`config.mk`:
```
export PLATFORM = sky130hd
export DESIGN_NAME = mem_port_arbiter
export DESIGN_NICKNAME = d
export VERILOG_FILES = /design/src/rtl/mem_arb_pkg.sv /design/src/rtl/mem_port_arbiter.sv
export SDC_FILE = /design/constraint.sdc
export NUM_CORES = 1
export LEC_CHECK = 0
export BUFFER_PORTS_ARGS = -buffer_cell sky130_fd_sc_hd__buf_2
export CAP_MARGIN = 40
export CORE_MARGIN = 5
export CORE_UTILIZATION = 46
export DETAILED_ROUTE_END_ITERATION = 8
export GPL_TIMING_DRIVEN = 0
export PLACE_DENSITY_LB_ADDON = 0.3
export SLEW_MARGIN = 30
export SYNTH_ARGS = -nofsm -noshare
export SYNTH_HDL_FRONTEND = slang
export SYNTH_SLANG_ARGS = --single-unit
```
`constraint.sdc`:
```
create_clock -name clock -period 2.5 [get_ports clock]
set_clock_uncertainty 0.1 [all_clocks]
set_input_delay 0.25 -clock clock [delete_from_list [all_inputs] [get_ports clock]]
set_output_delay 0.25 -clock clock [all_outputs]
set_load 0.01 [all_outputs]
```
`src/rtl/mem_arb_pkg.sv`:
```
// Shared types and constants for the memory port arbiter.
//   state_t     : FSM state encoding (also exported on stateout for debug)
//   grant_t     : requester identity (fetch or data path)
//   pick_winner : round-robin choice between the two requesters
package mem_arb_pkg;

  localparam int unsigned MemLatDefault = 2;

  typedef enum logic [1:0] {
    StIdle  = 2'd0,
    StIssue = 2'd1,
    StWait  = 2'd2,
    StAck   = 2'd3
  } state_t;

  typedef enum logic {
    GntIf = 1'b0,
    GntD  = 1'b1
  } grant_t;

  // A lone requester wins; on a tie the one not served last wins.
  function automatic grant_t pick_winner(input logic   if_req,
                                         input logic   d_req,
                                         input grant_t last);
    if (if_req && d_req) begin
      return (last == GntIf) ? GntD : GntIf;
    end else if (d_req) begin
      return GntD;
    end
    return GntIf;
  endfunction

endpackage

```
`src/rtl/mem_port_arbiter.sv`:
```
// Sequencer/arbiter for the single shared memory port of the multicycle datapath.
// Two requesters (instruction fetch, data load/store) use a req/ack handshake; the
// block latches the winner's request, drives the memory port, counts the fixed read
// latency and returns read data with a one-cycle ack.
// Ports:
//   clock, reset            : clock, synchronous active-high reset
//   if_req/if_addr          : fetch request (read only)
//   if_ack/if_rdata         : fetch completion pulse, fetched word
//   d_req/d_we/d_addr/d_wdata : data request (d_we=1 store, 0 load)
//   d_ack/d_rdata           : data completion pulse, loaded word
//   mem_addr/mem_wdata/mem_wr : memory port drive; mem_rdata : memory read data
//   busy, stateout          : not-idle flag and raw state encoding for debug
module mem_port_arbiter
  import mem_arb_pkg::*;
#(
  parameter int unsigned ADDR_W  = 32,
  parameter int unsigned DATA_W  = 32,
  parameter int unsigned MEM_LAT = MemLatDefault
) (
  input  logic              clock,
  input  logic              reset,
  input  logic              if_req,
  input  logic [ADDR_W-1:0] if_addr,
  output logic              if_ack,
  output logic [DATA_W-1:0] if_rdata,
  input  logic              d_req,
  input  logic              d_we,
  input  logic [ADDR_W-1:0] d_addr,
  input  logic [DATA_W-1:0] d_wdata,
  output logic              d_ack,
  output logic [DATA_W-1:0] d_rdata,
  output logic [ADDR_W-1:0] mem_addr,
  output logic [DATA_W-1:0] mem_wdata,
  output logic              mem_wr,
  input  logic [DATA_W-1:0] mem_rdata,
  output logic              busy,
  output logic [1:0]        stateout
);

  // A zero-width counter is not legal, so MEM_LAT=1 keeps a dummy bit.
  localparam int unsigned   CntW    = (MEM_LAT > 1) ? $clog2(MEM_LAT) : 1;
  localparam logic [CntW-1:0] CntLoad = (MEM_LAT > 1) ? CntW'(MEM_LAT - 2) : '0;

  state_t              state_q, state_d;
  logic [CntW-1:0]     cnt_q, cnt_d;
  grant_t              win_q, win_d;
  grant_t              last_q, last_d;
  logic                we_q, we_d;
  logic [ADDR_W-1:0]   addr_q, addr_d;
  logic [DATA_W-1:0]   wdata_q, wdata_d;
  logic [DATA_W-1:0]   if_rdata_q, if_rdata_d;
  logic [DATA_W-1:0]   d_rdata_q, d_rdata_d;

  logic                latch;
  grant_t              latch_sel;

  always_comb begin
    state_d    = state_q;
    cnt_d      = cnt_q;
    win_d      = win_q;
    last_d     = last_q;
    we_d       = we_q;
    addr_d     = addr_q;
    wdata_d    = wdata_q;
    if_rdata_d = if_rdata_q;
    d_rdata_d  = d_rdata_q;
    if_ack     = 1'b0;
    d_ack      = 1'b0;
    mem_wr     = 1'b0;
    if_rdata   = if_rdata_q;
    d_rdata    = d_rdata_q;
    latch      = 1'b0;
    latch_sel  = GntIf;

    unique case (state_q)
      StIdle: begin
        if (if_req || d_req) begin
          latch     = 1'b1;
          latch_sel = pick_winner(if_req, d_req, last_q);
        end
      end
      StIssue: begin
        mem_wr = we_q;
        if (we_q || (MEM_LAT == 1)) begin
          state_d = StAck;
        end else begin
          state_d = StWait;
          cnt_d   = CntLoad;
        end
      end
      StWait: begin
        if (cnt_q == '0) begin
          state_d = StAck;
        end else begin
          cnt_d = cnt_q - CntW'(1);
        end
      end
      StAck: begin
        last_d = win_q;
        if (win_q == GntIf) begin
          if_ack = 1'b1;
          if (!we_q) begin
            if_rdata   = mem_rdata;
            if_rdata_d = mem_rdata;
          end
        end else begin
          d_ack = 1'b1;
          if (!we_q) begin
            d_rdata   = mem_rdata;
            d_rdata_d = mem_rdata;
          end
        end
        // The acked requester still holds req high this cycle, so only the
        // other one may chain straight into a new ISSUE.
        if ((win_q == GntIf) ? d_req : if_req) begin
          latch     = 1'b1;
          latch_sel = (win_q == GntIf) ? GntD : GntIf;
        end else begin
          state_d = StIdle;
        end
      end
      default: state_d = StIdle;
    endcase

    if (latch) begin
      state_d = StIssue;
      win_d   = latch_sel;
      if (latch_sel == GntIf) begin
        addr_d  = if_addr;
        we_d    = 1'b0;
        wdata_d = '0;
      end else begin
        addr_d  = d_addr;
        we_d    = d_we;
        wdata_d = d_wdata;
      end
    end
  end

  always_ff @(posedge clock) begin
    if (reset) begin
      state_q    <= StIdle;
      cnt_q      <= '0;
      win_q      <= GntIf;
      last_q     <= GntD;  // fetch wins the first tie
      we_q       <= 1'b0;
      addr_q     <= '0;
      wdata_q    <= '0;
      if_rdata_q <= '0;
      d_rdata_q  <= '0;
    end else begin
      state_q    <= state_d;
      cnt_q      <= cnt_d;
      win_q      <= win_d;
      last_q     <= last_d;
      we_q       <= we_d;
      addr_q     <= addr_d;
      wdata_q    <= wdata_d;
      if_rdata_q <= if_rdata_d;
      d_rdata_q  <= d_rdata_d;
    end
  end

  assign mem_addr  = addr_q;
  assign mem_wdata = wdata_q;
  assign busy      = (state_q != StIdle);
  assign stateout  = state_q;

endmodule

```
==> summary by stage, run 1 <==
Flow run
The number of max-cap violations is 0.

Die
Row generation in the floorplan step produced 40 rows. In this run the standard cell core region covers 0.01196 sq mm. During I/O placement, the number of pins put on the boundary was 267. The overall die area is 0.01445 sq mm. For this configuration, the core starts out at a cell density of 46.72%. The y dimension of the die is 120.2 um. The die outline width is 120.2 um.

CTS
After clock tree synthesis, the clock-pin slew on the worst setup and hold paths is 0.05 ns. The clock tree from TritonCTS is done. The maximum clock insertion buffer count is 2.

Clock tree synthesis inserted a total of 17 buffers. CTS built an H-tree with a depth of 4. The clock root buffer is sky130_fd_sc_hd__clkbuf_16.

The tree built by TritonCTS fans out to 133 sinks. The clock latency reported for the late side of the worst-skew pair is 0.41 ns.

STA
Setup repair after global routing left no endpoint under its margin. The sum of negative setup slack is 0 ns. The number of pins exceeding their max-slew limit in the final report was 0. The number of hold-slack violations in the final timing report came to 0. The final-report setup violation count is 0.

The headroom to the max-slew limit is between 60% and 70%. At the pin with the least slew margin, the transition time is roughly 0.57 ns. The final period demand of the worst path is between 2 and 2.5 ns. The share of the cycle needed by the critical path after routing is 95.93%.

Static timing analysis puts the maximum clock frequency at 0.4170 GHz.

Synth
Counting every instance in the synthesized netlist gives 539. The number of warnings issued by yosys is 0. The most repeated cell in the gate-level netlist after synthesis is sky130_fd_sc_hd__dfxtp_1. Of all cell types, the one taking the most synthesized area is sky130_fd_sc_hd__dfxtp_1. Summed over its instances, the top area cell type makes up 47.65% of the synthesized netlist area. Synthesis inferred 133 register bits. Among all flip-flop cells after synthesis, the most frequent one is sky130_fd_sc_hd__dfxtp_1. When the netlist entered floorplanning its net count stood at ~680. The synthesized netlist contains 30 unique library cells.

Summing every instance area after synthesis gives 0.005588 sq mm. In the post-synthesis netlist, the biggest area contributors are sky130_fd_sc_hd__dfxtp_1, sky130_fd_sc_hd__mux2_4, sky130_fd_sc_hd__nor2b_1. Dividing the synthesized area by the synthesized cell count gives slightly above 10 sq um. The synthesized design contains 0 enable-type register cells.

The commonest cells after synthesis are sky130_fd_sc_hd__dfxtp_1, sky130_fd_sc_hd__nor2_1, sky130_fd_sc_hd__nor2b_1. Counting flops with an async set or reset pin after synthesis yields a share of 0%. The share of the Yosys chip area taken by registers is 47.65%.

Critical path
The required time reported for the critical path endpoint is approximately 2.2 ns. For this design, the slowest cell found on the critical path is sky130_fd_sc_hd__dfxtp_2. The worst setup path is launched from a flop. Walking the worst path, the cells encountered are ha_4, inv_1, nor3_4, buf_12, buf_6, mux2_2, buf_2. The highest net fanout along the worst path is 10. The worst register-to-register path has a depth of 7. By startpoint and endpoint, the worst setup path is classified as flop to output pin. The data arrival time of the worst path is roughly 2 ns. The critical path's largest stage delay is 0.38 ns. The element type at the critical path end is an output pin.

Final layout
The net total in the final layout is ~1,000. 0 antenna diodes ended up in the layout. The fraction of final layout cells sized beyond drive strength 1 is 44.28%. After routing the design area is 0.008279 sq mm. For this run, the number of standard cells in the final layout without fillers is between 1,000 and 1,500. The signed area change from the synthesized netlist to the final layout is 48.16%.

Power and ir drop
The worst-case IR drop observed on VDD is between 0.0006 and 0.0007 V. The share of total power in the clock network is 29.9%. The final total power is slightly above 8 mW. The internal power of the cells totals 5.247 mW. The share of total power dissipated in sequential elements is between 30% and 40%. The cell leakage power is 4.056 nW. Summed over all nets, the switching power comes to 2.847 mW. The combinational fraction of design power is a little under two fifths.

In this run switching power makes up 35.17% of total power. The power per cell area is between 900 and 1000 mW/mm^2.

Status
The run finished with clean final reports.

Drt
The detail route stage leaves a number of antenna-violating nets equal to 0. The first-iteration detailed-routing DRC count is roughly 380. Wires add up to 17.36 mm. The detailed-routing iteration count for the pre-antenna-repair pass is 5.

The remaining routing DRC violations is 0. The via density per instance is between 5 and 6. The wire length per cell after detailed routing is 16.71 um. The vias after detailed routing is 5,458.

Place
The global placement routability congestion is just over 0.8. The count of input and output buffers is around 270. The placed instance count is 951. The post-place instance area is 0.007098 sq mm. The final HPWL from detailed placement is around 12 mm.

Global routing
The maximum number of pins on one net before global-route repair is 17. The via count of the first global-routing pass was 5,773. The initial antenna violation count is 0. The wire length of the first global-routing pass is 27.37 mm.

Global routing used 23.57% of the available tracks across all layers. For this run the aggregate overflow at the end of global routing stands at 0.

Worst hold path
The worst hold path belongs to the class input port to flop. The hold path depth is 3.
[power by group through the flow]
stage               Clock, mW  Sequential, mW  Combinational (mW)
finish                   2.42            2.66                3.01
global route             2.56            2.69                3.29
CTS                      2.46            2.65                2.98
detailed placement          0            2.68                2.88
global placement            0            2.66                2.81
floorplan                   0            2.78                1.80
[flip-flops by register name, indices dropped and copies added, names as in the netlist]
register    cells
win_q           1
we_q            1
mem_addr       32
stateout        2
last_q          1
if_rdata_q     32
d_rdata_q      32
mem_wdata      32
[what timing repair did]
| action | CTS | global route |
|---|---|---|
| endpoints found under the hold margin | 55 | 0 |
| buffers inserted | 1 | 0 |
| gates resized for setup | 8 | 1 |
| endpoints found under the setup margin | 62 | 8 |
| pin swaps | 1 | 0 |
| hold buffers | 55 | 0 |
[routing by layer]
layer	track usage, %	vias up	wire length [um]
met5	0	-	0
met4	12.82	0	670
met3	7.390	52	1400
met2	40.74	278	8482
met1	25.73	2541	6807
li1	-	2587	-
[per-stage QoR]
stage                     utilization, %  hold slack [ns]  setup WS [ns]
after CTS                          69.19        0.0009261        0.06991
after global placement             59.34           0.3736         0.1971
final                              69.22          0.01858         0.1017
after floorplan                        -           0.2983         0.4834
after global routing               69.22          0.01281       0.005951
after detailed placement           59.34           0.3921         0.1555
[worst paths after layout]
kind                              startpoint           end  slack, ns
worst min-delay path              if_addr[3]   mem_addr[3]       0.02
worst max register to register   stateout[0]  mem_addr[30]       0.24
worst min register to register  mem_addr[22]  mem_addr[22]       0.40
worst max-delay path             stateout[1]  if_rdata[26]       0.10
[logic make-up (layout without fill, tap and decap cells)]
kind of cell	after synthesis	after routing	synth area share, %
AOI/OAI and AO/OA	109	109	15.67
adders and majority gates	5	5	1.120
buffers and inverters	53	406	5.150
DFF	133	133	47.65
muxes	66	66	15.38
and+or+nand+nor	173	173	15.02
[layout make-up]
class | count | area [sq um]
flip-flops and latches | 133 | 2668
multi-input cells | 353 | 2650
inverters | 4 | 15.01
well taps | 147 | 183.9
repair buffers | 321 | 1897
clock buffers | 23 | 478.0
clock inverters | 9 | 101.3
plain buffers | 49 | 286.5
fillers | 913 | 3682
[placed cells by master (no fill, tap or decap), types with 2 or more instances in the layout]
cell / n
sky130_fd_sc_hd__buf_2: 284
sky130_fd_sc_hd__buf_6: 5
sky130_fd_sc_hd__dfxtp_1: 131
sky130_fd_sc_hd__clkbuf_16: 17
sky130_fd_sc_hd__dlygate4sd3_1: 55
sky130_fd_sc_hd__a22oi_1: 33
sky130_fd_sc_hd__clkbuf_8: 3
sky130_fd_sc_hd__nor2_1: 67
sky130_fd_sc_hd__a21oi_1: 3
sky130_fd_sc_hd__nand2_1: 34
sky130_fd_sc_hd__a311oi_1: 32
sky130_fd_sc_hd__clkinv_2: 5
sky130_fd_sc_hd__o211ai_1: 32
sky130_fd_sc_hd__ha_1: 4
sky130_fd_sc_hd__bufinv_16: 2
sky130_fd_sc_hd__mux2_4: 31
sky130_fd_sc_hd__buf_8: 3
sky130_fd_sc_hd__mux2_1: 4
sky130_fd_sc_hd__buf_4: 2
sky130_fd_sc_hd__mux2_2: 31
sky130_fd_sc_hd__clkbuf_1: 23
sky130_fd_sc_hd__and2_1: 2
sky130_fd_sc_hd__inv_1: 4
sky130_fd_sc_hd__nor2b_1: 67
[critical path, delay by kind of cell, from the launching register on]
family	cells	cell delay (ns)
multiplexers	1	0.36
adder cells (fa/ha/maj)	1	0.19
buffers and inverters	4	0.54
flip-flops	1	0.38
AND/OR/NAND/NOR	1	0.16
Note: power is estimated with default switching activity, not from simulation.
==> run 2, diff against run 1 <==
--- a/config.mk
+++ b/config.mk
@@ -14,2 +14,3 @@
 export PLACE_DENSITY_LB_ADDON = 0.3
+export REMOVE_ABC_BUFFERS = 1
 export SLEW_MARGIN = 30
==> constraint.sdc (replaced) <==
create_clock -name clock -period 2.5 [get_ports clock]
set_clock_uncertainty 0.1 [all_clocks]
set_input_delay 0.5 -clock clock [delete_from_list [all_inputs] [get_ports clock]]
set_output_delay 0.5 -clock clock [all_outputs]
set_load 0.01 [all_outputs]
==> summary by stage, run 2 (same netlist as run 1, synthesis figures left out) <==
Die
The I/O pin count is 267 (unchanged). The overall die area was 0.01445 sq mm (unchanged). The die outline width was 120.2 um (unchanged). The y dimension of the die is 120.2 um (unchanged).

The row count is 40 (unchanged). The area of the core was 0.01196 sq mm (unchanged). The initial core utilization is 46.72% (unchanged).

Critical path
The data arrival time of the worst path is 1.92 ns (-0.13 ns). The element type at the critical path end is an output pin. The worst setup path is launched from a flop. The critical path in this run is classified as flop to output pin. The highest net fanout along the worst path is 6 (-4).

The required time reported for the critical path endpoint was 1.90 ns (-0.25 ns).

CTS
The clock root buffer is sky130_fd_sc_hd__clkbuf_16. The cts-stage hold buffer count was 0 (-100%). The maximum clock insertion buffer count is 2 (unchanged). TritonCTS built the clock tree. The number of clock buffers inserted by TritonCTS is 17 (unchanged). The H-tree depth reported by CTS came to 4 (unchanged). The number of clock sinks is 133 (unchanged). The clock transition time at the flip-flop clock pins of the worst setup and hold paths was 0.06 ns (about the same). The clock latency reported for the late side of the worst-skew pair is 0.41 ns (about the same).

Final layout
The fraction of final layout cells sized beyond drive strength 1 is 50.18% (+5.9 points). The final cell area excluding filler cells is 0.008272 sq mm (about the same). In the layout the commonest cells are sky130_fd_sc_hd__buf_2, sky130_fd_sc_hd__dfxtp_1, sky130_fd_sc_hd__nor2_1.

The antenna diode count is 0 (unchanged). The most frequent standard cell in the layout excluding fill and tap cells is sky130_fd_sc_hd__buf_2. The net total in the final layout is 946 (-7.0%). The number of filler cells placed in the layout is 906 (-0.77%).

The signed area change from the synthesized netlist to the final layout came to 48.03% (about the same). The number of cells in the finished layout apart from fillers is 968 (-6.8%).

Power and ir drop
The maximum resistive drop on vdd is 0.0005413 V (-16%). The cell leakage power is 3.974 nW (-2.0%). The power per cell area is 1043 mW/mm^2 (+6.7%).

The final total power was 8.627 mW (+6.6%).

Global routing
The overall global routing resource usage is 22.15% (-1.4 points). The maximum number of pins on one net before global-route repair was 84 (+67). The via count of the first global-routing pass came to 5,146 (-11%).

The initial antenna violation count was 0 (unchanged). The wire length of the first global-routing pass came to 25.63 mm (-6.4%). The total congestion overflow is 0 (unchanged).

Drt
The via density per instance is 5.305 (+0.98%). The vias after detailed routing came to 5,135 (-5.9%). The total wire length after detailed routing is 17.78 mm (+2.4%). The remaining routing DRC violations came to 0 (unchanged). The wire length per cell after detailed routing came to 18.37 um (+10%).

The antenna violation net count after detailed routing is 0 (unchanged). The first-iteration detailed-routing DRC count came to 324 (-15%). The detailed-routing iteration count for the pre-antenna-repair pass is 4 (-1).

STA
Setup repair after global routing could not meet its margin everywhere. The final-report setup violation count is 2 (+2). The transition time at the pin with the least slew margin is 0.5626 ns (-0.006943 ns).

The number of hold-slack violations in the final timing report is 0 (unchanged). The highest achievable clock rate is 0.3968 GHz (-4.8%). The share of the cycle needed by the critical path after routing was 100.8% (+4.9 points). The final period demand of the worst path is 2.520 ns (+0.1220 ns).

The worst hold slack after final layout came to 0.2264 ns (+0.2078 ns). The number of pins exceeding their max-slew limit in the final report was 0 (unchanged). The slack of the critical path is -0.02029 ns (-0.1220 ns). The headroom to the max-slew limit came to 62.40% (+0.37 points).

Place
The worst slack at placement is -0.5081 ns (-0.6636 ns). The placed instance count is 911 (-4.2%). The count of input and output buffers is 266 (+0.38%).

The post-place instance area was 0.007066 sq mm (-0.46%). The global placement routability congestion is 0.7909 (-3.3%). The final HPWL from detailed placement is 11.44 mm (-6.5%).

Worst hold path
The worst hold path belongs to the class input port to flop.

Status
The run finished, with violations left. The final reports fail on setup timing.

Flow run
The number of max-cap violations is 0 (unchanged).
[run 2: cell types whose count changed in the layout (fill, tap and decap cells not counted), sizes merged]
cell / change
buf: +1
clkinvlp: +2
bufinv: +1
nand2b: +1
clkinv: -4
clkbuf: -17
dlygate4sd3: -55
[run 2: critical path, stage by stage (launching register included)]
cell and delay (ns):
sky130_fd_sc_hd__dfxtp_4 0.36, sky130_fd_sc_hd__ha_4 0.16, sky130_fd_sc_hd__inv_4 0.04, sky130_fd_sc_hd__nor3_4 0.15
sky130_fd_sc_hd__buf_8 0.16, sky130_fd_sc_hd__buf_8 0.14, sky130_fd_sc_hd__mux2_2 0.36, sky130_fd_sc_hd__buf_6 0.13
[run 2: cell type report]
type	instances	area, sq um	share of cell area [%]
Clock buffer	24	481.7	5.824
Clock inverter	8	122.6	1.482
Inverter	4	17.52	0.2118
Multi-Input combinational cell	354	2859	34.56
Sequential cell	133	2671	32.29
Tap cell	147	183.9	2.224
Timing Repair Buffer	298	1936	23.40
[run 2: timing repair]
action	CTS	global route
endpoints found under the setup margin	78	51
buffers inserted	12	8
cloned	1	2
pin swaps	2	0
resized for setup	32	40
[run 2: layer usage]
layer / wire length (um) / part of all wire [%] / vias to the layer above / track usage [%]
met5: 0 / 0 / - / 0
met3: 1408 / 7.9 / 26 / 7.156
met1: 6640 / 37 / 2446 / 24.61
met4: 278 / 1.6 / 0 / 8.853
li1: - / - / 2448 / -
met2: 9455 / 53 / 215 / 39.20
[run 2: path summary, 6_finish.rpt]
kind / from / endpoint / slack (ns) / depth (start not counted)
hold reg to reg: mem_addr[10] / mem_addr[10] / 0.39 / 2
setup / recovery: stateout[1] / if_rdata[7] / -0.02 / 7
hold / removal: d_wdata[10] / mem_wdata[10] / 0.23 / 3
setup reg to reg: stateout[1] / we_q / 0.18 / 8
[run 2: per-stage QoR]
stage	setup TNS (ns)	utilization (%)
detailed placement	-15.05	59.07
CTS	-0.1816	66.42
finish	-0.03068	69.15
global route	-1.310	69.15
floorplan	-80.75	-
global placement	-216.44	57.10
[run 2: report_power, final]
| group | leakage, nW | switching, mW | internal [mW] |
|---|---|---|---|
| Sequential | 1.08 | 0.184 | 2.47 |
| Clock | 0.286 | 0.883 | 1.64 |
| Combinational | 2.60 | 1.87 | 1.58 |
